==> config.mk <==
export PLATFORM = sky130hd
export DESIGN_NAME = cpu_mem_sequencer
export DESIGN_NICKNAME = d
export VERILOG_FILES = /design/src/rtl/cpu_mem_sequencer_pkg.sv /design/src/rtl/cpu_mem_sequencer_timer.sv /design/src/rtl/cpu_mem_sequencer.sv
export SDC_FILE = /design/constraint.sdc
export NUM_CORES = 1
export LEC_CHECK = 0
export ABC_CLOCK_PERIOD_IN_PS = 2100
export CORE_MARGIN = 8
export CORE_UTILIZATION = 55
export DETAILED_ROUTE_END_ITERATION = 10
export DONT_BUFFER_PORTS = 1
export GPL_TIMING_DRIVEN = 0
export PLACE_DENSITY = 0.78
export SYNTH_ARGS = -nofsm -noshare
export SYNTH_HDL_FRONTEND = slang
export SYNTH_SLANG_ARGS = --single-unit
==> constraint.sdc <==
create_clock -name clk -period 2.1 [get_ports clk]
set_input_delay 0.42 -clock clk [delete_from_list [all_inputs] [get_ports clk]]
set_output_delay 0.42 -clock clk [all_outputs]
set_load 0.01 [all_outputs]
==> src/rtl/cpu_mem_sequencer_pkg.sv <==
// Shared types and default sizing for the CPU memory sequencer.
package cpu_mem_sequencer_pkg;

    localparam int ADDR_W_DEF  = 13;
    localparam int DATA_W_DEF  = 13;
    localparam int TIMEOUT_DEF = 15;

    // Wait counter width; covers the full 1..255 timeout range.
    localparam int TIMER_W = 8;

    typedef enum logic [2:0] {
        ST_IDLE       = 3'd0,
        ST_FETCH      = 3'd1,
        ST_FETCH_WAIT = 3'd2,
        ST_EXEC       = 3'd3,
        ST_DATA       = 3'd4,
        ST_DATA_WAIT  = 3'd5,
        ST_ERROR      = 3'd6
    } state_t;

endpackage

==> src/rtl/cpu_mem_sequencer_timer.sv <==
// Wait-cycle counter shared by the fetch and data wait states.
// timeout is raised during the last allowed wait cycle if memory has not
// answered, so the FSM moves to ERROR on the same edge the count would
// reach TIMEOUT. A completion in that cycle wins over the timeout.
module mem_wait_timer
    import cpu_mem_sequencer_pkg::*;
#(
    parameter int TIMEOUT = TIMEOUT_DEF
) (
    input  logic clk,
    input  logic rst_n,
    input  logic clear,
    input  logic enable,
    input  logic done,
    output logic timeout
);

    localparam logic [TIMER_W-1:0] TERM = TIMER_W'(TIMEOUT);
    localparam logic [TIMER_W-1:0] LAST = TIMER_W'(TIMEOUT - 1);

    logic [TIMER_W-1:0] cnt;

    // Count wait cycles, saturating at the terminal value.
    always_ff @(posedge clk or negedge rst_n) begin
        if (!rst_n) begin
            cnt <= '0;
        end else if (clear) begin
            cnt <= '0;
        end else if (enable && !done && (cnt != TERM)) begin
            cnt <= cnt + 1'b1;
        end
    end

    // Terminal-count compare on the final permitted wait cycle.
    always_comb begin
        timeout = enable && !done && (cnt == LAST);
    end

endmodule

==> src/rtl/cpu_mem_sequencer.sv <==
// Program counter owner and fetch/load/store sequencer in front of the
// unified instruction/data memory.
//
// state         | meaning
// --------------+------------------------------------------------------
// ST_IDLE       | parked; waits for start
// ST_FETCH      | one-cycle instruction read strobe at pc
// ST_FETCH_WAIT | waiting for mem_done on the fetch
// ST_EXEC       | instruction held in ir; serves ls_req / ex_done
// ST_DATA       | one-cycle load or store strobe at the latched address
// ST_DATA_WAIT  | waiting for mem_done on the data access
// ST_ERROR      | memory timeout; only reset leaves
module cpu_mem_sequencer
    import cpu_mem_sequencer_pkg::*;
#(
    parameter int                ADDR_W   = ADDR_W_DEF,
    parameter int                DATA_W   = DATA_W_DEF,
    parameter logic [ADDR_W-1:0] RESET_PC = '0,
    parameter int                TIMEOUT  = TIMEOUT_DEF
) (
    input  logic              clk,
    input  logic              reset,
    input  logic              start,
    input  logic              halt,
    input  logic              ex_done,
    input  logic              ex_branch,
    input  logic [ADDR_W-1:0] ex_target,
    input  logic              ls_req,
    input  logic              ls_write,
    input  logic [ADDR_W-1:0] ls_addr,
    input  logic [DATA_W-1:0] ls_wdata,
    output logic              ls_ack,
    output logic [DATA_W-1:0] ls_rdata,
    output logic [DATA_W-1:0] ir,
    output logic              ir_valid,
    output logic [ADDR_W-1:0] pc,
    output logic              busy,
    output logic              timeout_err,
    output logic [ADDR_W-1:0] mem_addr,
    output logic [DATA_W-1:0] mem_wdata,
    input  logic [DATA_W-1:0] mem_rdata,
    output logic              mem_read,
    output logic              mem_write,
    output logic              mem_instruction,
    input  logic              mem_done
);

    state_t            state;
    state_t            state_next;
    logic [ADDR_W-1:0] pc_next;
    logic [ADDR_W-1:0] addr_next;
    logic [DATA_W-1:0] wdata_next;
    logic [DATA_W-1:0] ir_next;
    logic [DATA_W-1:0] rdata_next;
    logic              ir_valid_next;
    logic              ls_ack_next;
    logic              write_q;
    logic              write_next;
    logic              timer_clear;
    logic              timer_en;
    logic              timer_expired;

    mem_wait_timer #(
        .TIMEOUT (TIMEOUT)
    ) u_timer (
        .clk     (clk),
        .rst_n   (reset),
        .clear   (timer_clear),
        .enable  (timer_en),
        .done    (mem_done),
        .timeout (timer_expired)
    );

    // State and datapath registers; reset is honoured mid-access.
    always_ff @(posedge clk or negedge reset) begin
        if (!reset) begin
            state     <= ST_IDLE;
            pc        <= RESET_PC;
            ir        <= '0;
            ir_valid  <= 1'b0;
            ls_rdata  <= '0;
            ls_ack    <= 1'b0;
            mem_addr  <= '0;
            mem_wdata <= '0;
            write_q   <= 1'b0;
        end else begin
            state     <= state_next;
            pc        <= pc_next;
            ir        <= ir_next;
            ir_valid  <= ir_valid_next;
            ls_rdata  <= rdata_next;
            ls_ack    <= ls_ack_next;
            mem_addr  <= addr_next;
            mem_wdata <= wdata_next;
            write_q   <= write_next;
        end
    end

    // Next-state, datapath updates and state-decoded strobes.
    always_comb begin
        state_next      = state;
        pc_next         = pc;
        addr_next       = mem_addr;
        wdata_next      = mem_wdata;
        write_next      = write_q;
        ir_next         = ir;
        ir_valid_next   = 1'b0;
        rdata_next      = ls_rdata;
        ls_ack_next     = 1'b0;
        timer_clear     = 1'b0;
        timer_en        = 1'b0;
        mem_read        = 1'b0;
        mem_write       = 1'b0;
        mem_instruction = 1'b0;
        busy            = 1'b1;
        timeout_err     = 1'b0;

        case (state)
            ST_IDLE: begin
                busy = 1'b0;
                if (start) begin
                    state_next = ST_FETCH;
                    addr_next  = pc;
                end
            end

            ST_FETCH: begin
                mem_read        = 1'b1;
                mem_instruction = 1'b1;
                timer_clear     = 1'b1;
                state_next      = ST_FETCH_WAIT;
            end

            ST_FETCH_WAIT: begin
                timer_en = 1'b1;
                if (mem_done) begin
                    ir_next       = mem_rdata;
                    ir_valid_next = 1'b1;
                    state_next    = ST_EXEC;
                end else if (timer_expired) begin
                    state_next = ST_ERROR;
                end
            end

            ST_EXEC: begin
                // A data request wins; a coincident ex_done is dropped.
                if (ls_req) begin
                    write_next = ls_write;
                    addr_next  = ls_addr;
                    wdata_next = ls_wdata;
                    state_next = ST_DATA;
                end else if (ex_done) begin
                    pc_next   = ex_branch ? ex_target : pc + ADDR_W'(1);
                    addr_next = pc_next;
                    state_next = halt ? ST_IDLE : ST_FETCH;
                end
            end

            ST_DATA: begin
                mem_read    = !write_q;
                mem_write   = write_q;
                timer_clear = 1'b1;
                state_next  = ST_DATA_WAIT;
            end

            ST_DATA_WAIT: begin
                timer_en = 1'b1;
                if (mem_done) begin
                    ls_ack_next = 1'b1;
                    if (!write_q) begin
                        rdata_next = mem_rdata;
                    end
                    state_next = ST_EXEC;
                end else if (timer_expired) begin
                    state_next = ST_ERROR;
                end
            end

            ST_ERROR: begin
                busy        = 1'b0;
                timeout_err = 1'b1;
            end

            default: begin
                busy       = 1'b0;
                state_next = ST_IDLE;
            end
        endcase
    end

endmodule

==> reports/results.ini, run 1 <==
[place]
globalplace.congestion=0.8959
place_inst=486
io_buffers=0
dpl.hpwl_um=7903
dpl_cell_area_um2=4189

[cts]
clk_pin_slew_worst_paths_ps=90
cts_max_path_buffers=2
numCtsBuffers=9
htree_levels=3
clock_sinks=79
cts-root-buf=clkbuf_8
cts_tree=built
clk_latency_ps=350

[cells_and_area]
syn_to_final_growth_pct=10.19
multi_input_area_um2=1989
utilization_pct=62.09
fin_nets=464
final_cell_mix=dfrtp_1, mux2_2, nand2_1
layout_commonest_cell=dfrtp_1
nFillCells=604
instances_no_fill=505
seq_area_um2=1979
finalInstanceArea_um2=4479
drive_above_1_share_pct=23.21

[drt]
vias_per_cell=6.418
wl_per_cell_um=21.59
first_pass_iters=5
ant_nets=0
num_vias=3241
dr.first_iter.drc_count=207
wirelength_um=10900
drc=0

[grt]
antenna_found_initial=1
grt.overflow.total=0
grt_pass1_wl_um=16700
grt_pass1_vias=3139
track_usage_pct=20.75
grt_start_max_net_pins=80

[sta]
fin_crit_sh_pct=95.71
worstMarginPinSlew_ps=573.0
setup_viol=0
holdWs_ps=-247.1
slew_headroom_pct=61.80
period_needed_ps=2010
fmax_mhz=497.5
hold_violations=79
drv_slew=0
rsz0062_at_grt=true
clock_skew_ps=11.22

[synth]
synthFlopType=dfrtp_1
synth_cells=387
synth_seq_cells=79
postSynthAreaPerCell_um2=10.50
synth_top_area_cell=dfrtp_1
synth_top_area_share_pct=48.63
synth_edf_count=0
synth_cell_type_count=56
synth.cell_area_um2=4065
yosys_warnings=0
syn-num-nets=451
synthTopCellsByArea=dfrtp_1, mux2_2, nand2_1
ys_seq_area_share_pct=48.63
async_reset_ff_share_pct=100.0

[die]
num_rows=31
io_pins=133
core_area_um2=7214
initial_core_util_pct=56.35
die-area_um2=10400
die_y_um=102.0
die_w_um=102.0

[critical_path]
worst-setup-path-type=reg2reg
cp.arrival_ps=2240
cp_slowest_cell=or3b_2
crit_path_end_kind=flip-flop
max_stage_delay_ps=470
cp_max_fo=10
cp-start-kind=flip-flop
worstPathCellList=buf_4, or3b_2, a21o_1, buf_2, a211oi_1, o22ai_1
critPathRequiredTime_ps=2330

[worst_hold_path]
hold_path.class=in2async

[power_and_ir_drop]
ir_worst_vdd_mv=0.7839
p_leak_nw=1.875
cellPowerDensity_nw_per_um2=1463
finalPower_mw=6.555

[run_status]
violations=negative hold slack
status=complete, but fails checks

[run]
cap_viol_max_count=0

## cells by family after synthesis
| group | share of synthesized area [%] |
|---|---|
| and+or+nand+nor | 15.57 |
| AOI/OAI and AO/OA | 16.28 |
| DFF | 48.63 |
| xor gates and xnor gates | 0.8620 |
| buffers and inverters | 3.909 |
| adders and majority gates | 0.9235 |
| muxes | 13.82 |
## cells in the mapped netlist, drive strengths merged (3+ instances only)
master	n
dfrtp	79
mux2	41
nand2	33
a21oi	19
nor2	18
o21ai	18
clkbuf	15
nand3	14
buf	13
mux2i	10
and3	8
o31ai	8
a31oi	7
nand2b	7
nor3	7
inv	6
nor4	6
o311ai	6
nor2b	5
o211ai	5
a211oi	4
nand3b	4
nand4	4
o21a	4
a21boi	3
a21o	3
ha	3
nor3b	3
o221ai	3
o22a	3
xnor2	3
## final timing paths
check | start | endpoint | slack, ps | cells past startpoint
setup reg to reg | state[0] | mem_addr[7] | 90 | 6
setup / recovery | state[0] | mem_addr[7] | 90 | 6
hold / removal | reset | u_timer.cnt[0] | -250 | 0
max in group asynchronous | reset | pc[0] | 2170 | 0
hold reg to reg | u_timer.cnt[6] | u_timer.cnt[6] | 520 | 1
min in group clk | mem_rdata[12] | ls_rdata[12] | 210 | 1
## registers in the layout, summed over array words and instances (netlist names)
name / flops
pc: 13
mem_wdata: 13
state: 3
mem_addr: 13
ls_ack: 1
u_timer.cnt: 8
write_q: 1
ir: 13
ls_rdata: 13
ir_valid: 1
## final cells by class
class | count | area share [%]
buffer | 28 | 3.240
sequential | 79 | 44.19
multi-input combinational | 274 | 44.41
antenna | 1 | 0.05587
inverter | 6 | 0.5028
timing repair buffer | 2 | 0.3352
clock buffer | 9 | 2.765
clock inverter | 7 | 1.732
tap | 99 | 2.765
## timing repair
| item | CTS | global route |
|---|---|---|
| pin swaps | 1 | 3 |
| setup endpoints to repair | 9 | 25 |
| hold endpoints to repair | 79 | 79 |
| buffers inserted | 0 | 2 |
| gates resized for setup | 7 | 20 |
## through the flow
| step | hold WS, ps | setup WS, ps | setup TNS (ps) |
|---|---|---|---|
| floorplan | 124.4 | 319.2 | 0 |
| global placement | 127.6 | -70.36 | -173.2 |
| detailed placement | 127.4 | -88.32 | -273.1 |
| CTS | -263.5 | -0.4590 | -0.4590 |
| global route | -272.7 | -55.21 | -417.3 |
| finish | -247.1 | 90.11 | 0 |
## where the power goes
part	leakage [nW]	switching, mW	internal, mW	total, mW
logic	0.800	1.26	1.05	2.31
registers	0.974	0.908	2.17	3.08
clock network	0.101	0.600	0.564	1.16
## metal layers
layer / global-route usage (%) / routed length (um)
met4: 7.111 / 206
met1: 24.15 / 4123
met3: 10.35 / 1462
met2: 32.43 / 5096
met5: 0 / 13
## worst max-delay path, delay by kind of cell (launching register included)
kind | cells | cell delay (ps)
buffers and inverters | 2 | 390
and+or+nand+nor | 1 | 470
DFF | 1 | 410
AOI/OAI and AO/OA | 3 | 620
Note: power is estimated with default switching activity, not from simulation.
==> run 2: changes to the inputs <==
PLACE_DENSITY = 0.8   (was 0.78)
==> run 2 against run 1 <==
Effect of this change:
- the run still ends with negative hold slack left
- critical path depth unchanged
- wire length up 2.0%
- cell area down 0.25%
- worst setup slack worse by 21 ps
- clock power about the same
- global-route usage up 0.49 points
- clock-buffer cell count unchanged
- cell count unchanged
- sequential power about the same
==> reports/results.ini, run 2 (synthesis results as in run 1) <==
[critical_path]
startpoint=state[0]  ; unchanged
cp_top_family=compound AO/OA/AOI/OAI gates  ; unchanged
worst-setup-path-type=reg2reg  ; unchanged
r2r_slack_ps=70  ; was 90 ps
cp_slowest_cell=or3b_2  ; unchanged
cp.arrival_ps=2250  ; was 2240 ps
crit_path_end_kind=flip-flop  ; unchanged
worstReg2RegStart=state[0]  ; unchanged
worstPathCellList=buf_4, or3b_2, a21o_1, buf_2, a211oi_1, o22ai_1  ; unchanged
crit_buf_inv=2  ; unchanged
crit_cells=6  ; unchanged
cp-start-kind=flip-flop  ; unchanged
cp_max_fo=10  ; unchanged
cp-endpoint=mem_addr[7]  ; unchanged
max_stage_delay_ps=480  ; was 470 ps
r2r_cells=6  ; unchanged
timing.rr.end=mem_addr[7]  ; unchanged
critPathRequiredTime_ps=2320  ; was 2330 ps

[run_status]
status=complete, but fails checks  ; unchanged
violations=negative hold slack  ; unchanged

[drt]
ant_nets=0  ; unchanged
num_vias=3243  ; was 3241
vias_per_cell=6.422  ; was 6.418
wl_per_cell_um=22.01  ; was 21.59 um
drc=0  ; unchanged
dr.first_iter.drc_count=234  ; was 207
wirelength_um=11120  ; was 10900 um
first_pass_iters=5  ; unchanged

[grt]
grt_pass1_wl_um=17170  ; was 16700 um
antenna_found_initial=0  ; was 1
grt.overflow.total=0  ; unchanged
grt_pass1_vias=3237  ; was 3139
grt_start_max_net_pins=80  ; unchanged
track_usage_pct=21.24  ; was 20.75%

[power_and_ir_drop]
finalPower_mw=6.545  ; was 6.555 mW
p_leak_nw=1.870  ; was 1.875 nW
cellPowerDensity_nw_per_um2=1465  ; was 1463 nW/um2
ir_worst_vdd_mv=0.7293  ; was 0.7839 mV

[cells_and_area]
final_cell_mix=dfrtp_1, mux2_2, nand2_1  ; unchanged
nFillCells=596  ; was 604
drive_above_1_share_pct=22.22  ; was 23.21%
fin_nets=464  ; unchanged
layout_commonest_cell=dfrtp_1  ; unchanged
syn_to_final_growth_pct=9.911  ; was 10.19%
finalInstanceArea_um2=4468  ; was 4479 um2

[cts]
numCtsBuffers=9  ; unchanged
cts_tree=built  ; unchanged
htree_levels=3  ; unchanged
cts_max_path_buffers=2  ; unchanged
clock_sinks=79  ; unchanged
clk_latency_ps=360  ; was 350 ps
cts-root-buf=clkbuf_8  ; unchanged
clk_pin_slew_worst_paths_ps=110  ; was 90 ps

[sta]
setup_viol=0  ; unchanged
period_needed_ps=2031  ; was 2010 ps
drv_slew=0  ; unchanged
fin_crit_sh_pct=96.69  ; was 95.71%
worstMarginPinSlew_ps=582.2  ; was 573.0 ps
rsz0062_at_grt=true  ; unchanged
hold_violations=79  ; unchanged
holdWs_ps=-263.1  ; was -247.1 ps
clock_skew_ps=15.23  ; was 11.22 ps
fmax_mhz=492.5  ; was 497.5 MHz
slew_headroom_pct=61.19  ; was 61.80%

[die]
io_pins=133  ; unchanged
core_area_um2=7214  ; unchanged
initial_core_util_pct=56.35  ; unchanged
die_y_um=102.0  ; unchanged
die_w_um=102.0  ; unchanged
num_rows=31  ; unchanged
die-area_um2=10400  ; unchanged

[worst_hold_path]
hold_path.class=in2async  ; unchanged

[place]
globalplace.congestion=0.9095  ; was 0.8959
dpl.hpwl_um=7981  ; was 7903 um
dpl_cell_area_um2=4189  ; unchanged
io_buffers=0  ; unchanged

[run]
cap_viol_max_count=0  ; unchanged

-- run 2: power by group --
| group | switching (mW) | internal (mW) | total (mW) |
|---|---|---|---|
| Clock | 0.677 | 0.481 | 1.16 |
| Sequential | 0.911 | 2.17 | 3.08 |
| Combinational | 1.26 | 1.04 | 2.31 |
| Total | 2.85 | 3.69 | 6.55 |
-- run 2: worst min path at each step --
| stage | to | slack, ps |
|---|---|---|
| 2_1_floorplan | ir[0] | 120 |
| 3_3_place_gp | ir[12] | 130 |
| 3_5_place_dp | ir[12] | 130 |
| 4_1_cts | ir[12] | -280 |
| 5_1_grt | ls_rdata[0] | -290 |
| 6_report | ls_rdata[0] | -260 |
-- run 2: timing repair --
action	in CTS	in global routing
hold endpoints to repair	79	79
buffers inserted	0	3
pin swaps	1	2
resized for setup	5	15
endpoints found under the setup margin	3	28
cloned	0	0
-- run 2: cell type report --
cell class	instances	area, um2	area share (%)
clock inverters	7	78.83	1.764
well taps	99	123.9	2.772
clock buffers	9	123.9	2.772
flip-flops and latches	79	1978	44.27
multi-input cells	274	1978	44.27
inverters	6	22.52	0.5041
repair buffers	3	22.52	0.5041
plain buffers	27	137.6	3.080
diodes	1	2.502	0.05601
-- run 2: metal layers --
layer / routed length, um / global-route usage [%]
met1: 4123 / 24.36
met4: 345 / 10.95
met5: 0 / 0
met2: 5229 / 32.83
met3: 1417 / 9.469
-- run 2: through the flow --
step	setup WS, ps	TNS, ps	hold WS (ps)	util (%)	cells
finish	69.48	0	-263.1	61.93	505
CTS	25.48	0	-281.3	61.12	501
global route	-25.16	-60.42	-286.5	61.90	504
global placement	-17.26	-17.26	126.4	58.06	486
floorplan	319.2	0	124.4	-	387
detailed placement	22.11	0	126.2	58.06	486
==> run 3: changes to the inputs <==
CELL_PAD_IN_SITES_DETAIL_PLACEMENT = 0   (was unset)
CELL_PAD_IN_SITES_GLOBAL_PLACEMENT = 1   (was unset)
CORE_UTILIZATION = 48   (was 55)
PLACE_DENSITY = 0.89   (was 0.8)
==> run 3 against run 2 <==
Effect of this change:
- non-clock buffer count stayed put
- highest routed layer unchanged
- sequential power about the same
- clock power grew 16%
- clock-buffer cell count is the same
- largest cell class is now multi-input combinational cells
- critical endpoint is now busy
- first-iteration DRC count fell by 26%
- clock skew shrank 5.2 ps
- worst setup slack worse by 32 ps
- core utilization is 7.1 points lower
- sequential share of layout area decreased by 0.37 points
- the run still ends with negative hold slack left
==> reports/results.ini, run 3 (synthesis results as in run 1) <==
[run_status]
status=complete, but fails checks  ; unchanged
violations=negative hold slack  ; unchanged

[grt]
grt_pass1_wl_um=17700  ; was 17170 um
grt_most_used_layer=met2  ; unchanged
use_met2_pct=29.64  ; was 32.83%
track_usage_pct=19.33  ; was 21.24%
antenna_found_initial=0  ; unchanged
grt_pass1_vias=3156  ; was 3237
use_met1_pct=23.82  ; was 24.36%
grt.overflow.total=0  ; unchanged
grt_start_max_net_pins=80  ; unchanged
grtUsageMet3_pct=8.031  ; was 9.469%

[drt]
wirelength_um=11320  ; was 11120 um
vias_per_cell=6.190  ; was 6.422
wl_per_cell_um=22.20  ; was 22.01 um
drc=0  ; unchanged
first_pass_iters=4  ; was 5
dr.first_iter.drc_count=174  ; was 234
num_vias=3157  ; was 3243
ant_nets=0  ; unchanged

[cells_and_area]
fin_nets=464  ; unchanged
final_cell_mix=dfrtp_1, mux2_2, nand2_1  ; unchanged
syn_to_final_growth_pct=10.90  ; was 9.911%
utilization_pct=54.87  ; was 61.93%
layout_commonest_cell=dfrtp_1  ; unchanged
antenna_cells=0  ; was 1
drive_above_1_share_pct=22.47  ; was 22.22%
nFillCells=736  ; was 596

[sta]
period_needed_ps=2062  ; was 2031 ps
clock_skew_ps=9.982  ; was 15.23 ps
drv_slew=0  ; unchanged
hold_violations=79  ; unchanged
setup_viol=0  ; unchanged
worstMarginPinSlew_ps=608.0  ; was 582.2 ps
slew_headroom_pct=59.47  ; was 61.19%
fmax_mhz=484.9  ; was 492.5 MHz
holdWs_ps=-264.7  ; was -263.1 ps
fin_crit_sh_pct=98.21  ; was 96.69%

[place]
io_buffers=0  ; unchanged
dpl.hpwl_um=8219  ; was 7981 um
globalplace.congestion=0.8498  ; was 0.9095

[cts]
cts_tree=built  ; unchanged
clk_latency_ps=360  ; about the same
numCtsBuffers=9  ; unchanged
htree_levels=3  ; unchanged
clk_pin_slew_worst_paths_ps=100  ; was 110 ps
clock_sinks=79  ; unchanged
cts_max_path_buffers=2  ; unchanged
cts-root-buf=clkbuf_8  ; unchanged

[die]
initial_core_util_pct=49.47  ; was 56.35%
die_w_um=108.0  ; was 102.0 um
io_pins=133  ; unchanged
die-area_um2=11670  ; was 10400 um2
num_rows=33  ; was 31
core_area_um2=8217  ; was 7214 um2
die_y_um=108.0  ; was 102.0 um

[critical_path]
cp-start-kind=flip-flop  ; unchanged
cp_max_fo=10  ; unchanged
critPathRequiredTime_ps=1680  ; was 2320 ps
cp_top_family=buffers and inverters  ; was compound AO/OA/AOI/OAI gates
max_stage_delay_ps=400  ; was 480 ps
cp_slowest_cell=clkbuf_1  ; was or3b_2
worst-setup-path-type=reg2out  ; was reg2reg
cp.arrival_ps=1640  ; was 2250 ps
crit_path_end_kind=output port  ; was flip-flop
crit_buf_inv=2  ; unchanged
worstPathCellList=buf_6, clkbuf_1, nor3_1, a21oi_1  ; was buf_4, or3b_2, a21o_1, buf_2, a211oi_1, o22ai_1

[power_and_ir_drop]
p_leak_nw=1.889  ; was 1.870 nW
ir_worst_vdd_mv=0.7951  ; was 0.7293 mV
cellPowerDensity_nw_per_um2=1488  ; was 1465 nW/um2

[worst_hold_path]
hold_path.class=in2async  ; unchanged

[run]
cap_viol_max_count=0  ; unchanged

-- run 3: cell types whose count changed in the layout (fill, tap and decap cells not counted), sizes merged --
cell    previous run  this run
clkinv             1         0
inv               12        11
bufinv             0         2
diode              1         0
-- run 3: path summary, 6_finish.rpt --
| check | cells past startpoint | slack, ps | endpoint | start |
|---|---|---|---|---|
| worst max-delay path | 4 | 40 | busy | state[2] |
| worst min-delay path | 0 | -260 | ls_rdata[8] | reset |
| worst max register to register | 6 | 60 | mem_addr[6] | pc[4] |
| worst min register to register | 1 | 520 | u_timer.cnt[4] | u_timer.cnt[4] |
| max in group asynchronous | 0 | 2220 | pc[0] | reset |
| min in group clk | 2 | 190 | ls_ack | mem_done |
-- run 3: cell type report --
type,instances,area [um2],area share [%]
plain buffers,27,136.4,3.025
clock buffers,9,123.9,2.748
clock inverters,7,106.4,2.359
inverters,6,22.52,0.4996
multi-input cells,274,1986,44.05
flip-flops and latches,79,1979,43.91
well taps,105,131.4,2.914
repair buffers,3,22.52,0.4996
-- run 3: timing repair --
item                       CTS  global route
hold endpoints to repair    79            79
gates resized for setup      6            13
pin swaps                    1             1
setup endpoints to repair    6            23
setup buffers                0             3
-- run 3: stage by stage --
step,cell area [um2],power (mW),cells,worst slack [ps],TNS [ps]
6_report,4508,6.709,510,37.61,0
5_1_grt,4508,7.108,510,-1.958,-1.958
2_1_floorplan,4065,4.657,387,319.2,0
3_3_place_gp,4197,5.225,492,-50.83,-82.77
4_1_cts,4444,6.686,507,2.460,0
3_5_place_dp,4197,5.309,492,-13.66,-13.66
-- run 3: where the power goes --
group / internal, mW / switching [mW]
Combinational: 1.04 / 1.26
Clock: 0.695 / 0.642
Sequential: 2.17 / 0.904
-- run 3: metal layers --
metal | vias to the layer above | part of all wire [%] | wire length, um
li1 | 1468 | - | -
met1 | 1562 | 40 | 4504
met2 | 112 | 47 | 5339
met3 | 15 | 11 | 1276
met4 | 0 | 1.8 | 201
met5 | - | 0 | 0
-- run 3: worst reg2reg max path, stage by stage (launching register included) --
cell and delay, ps:
dfrtp_1 410, buf_4 180, nand3_1 300, clkbuf_2 300, o21a_1 220, o311ai_0 340, o21ai_0 160
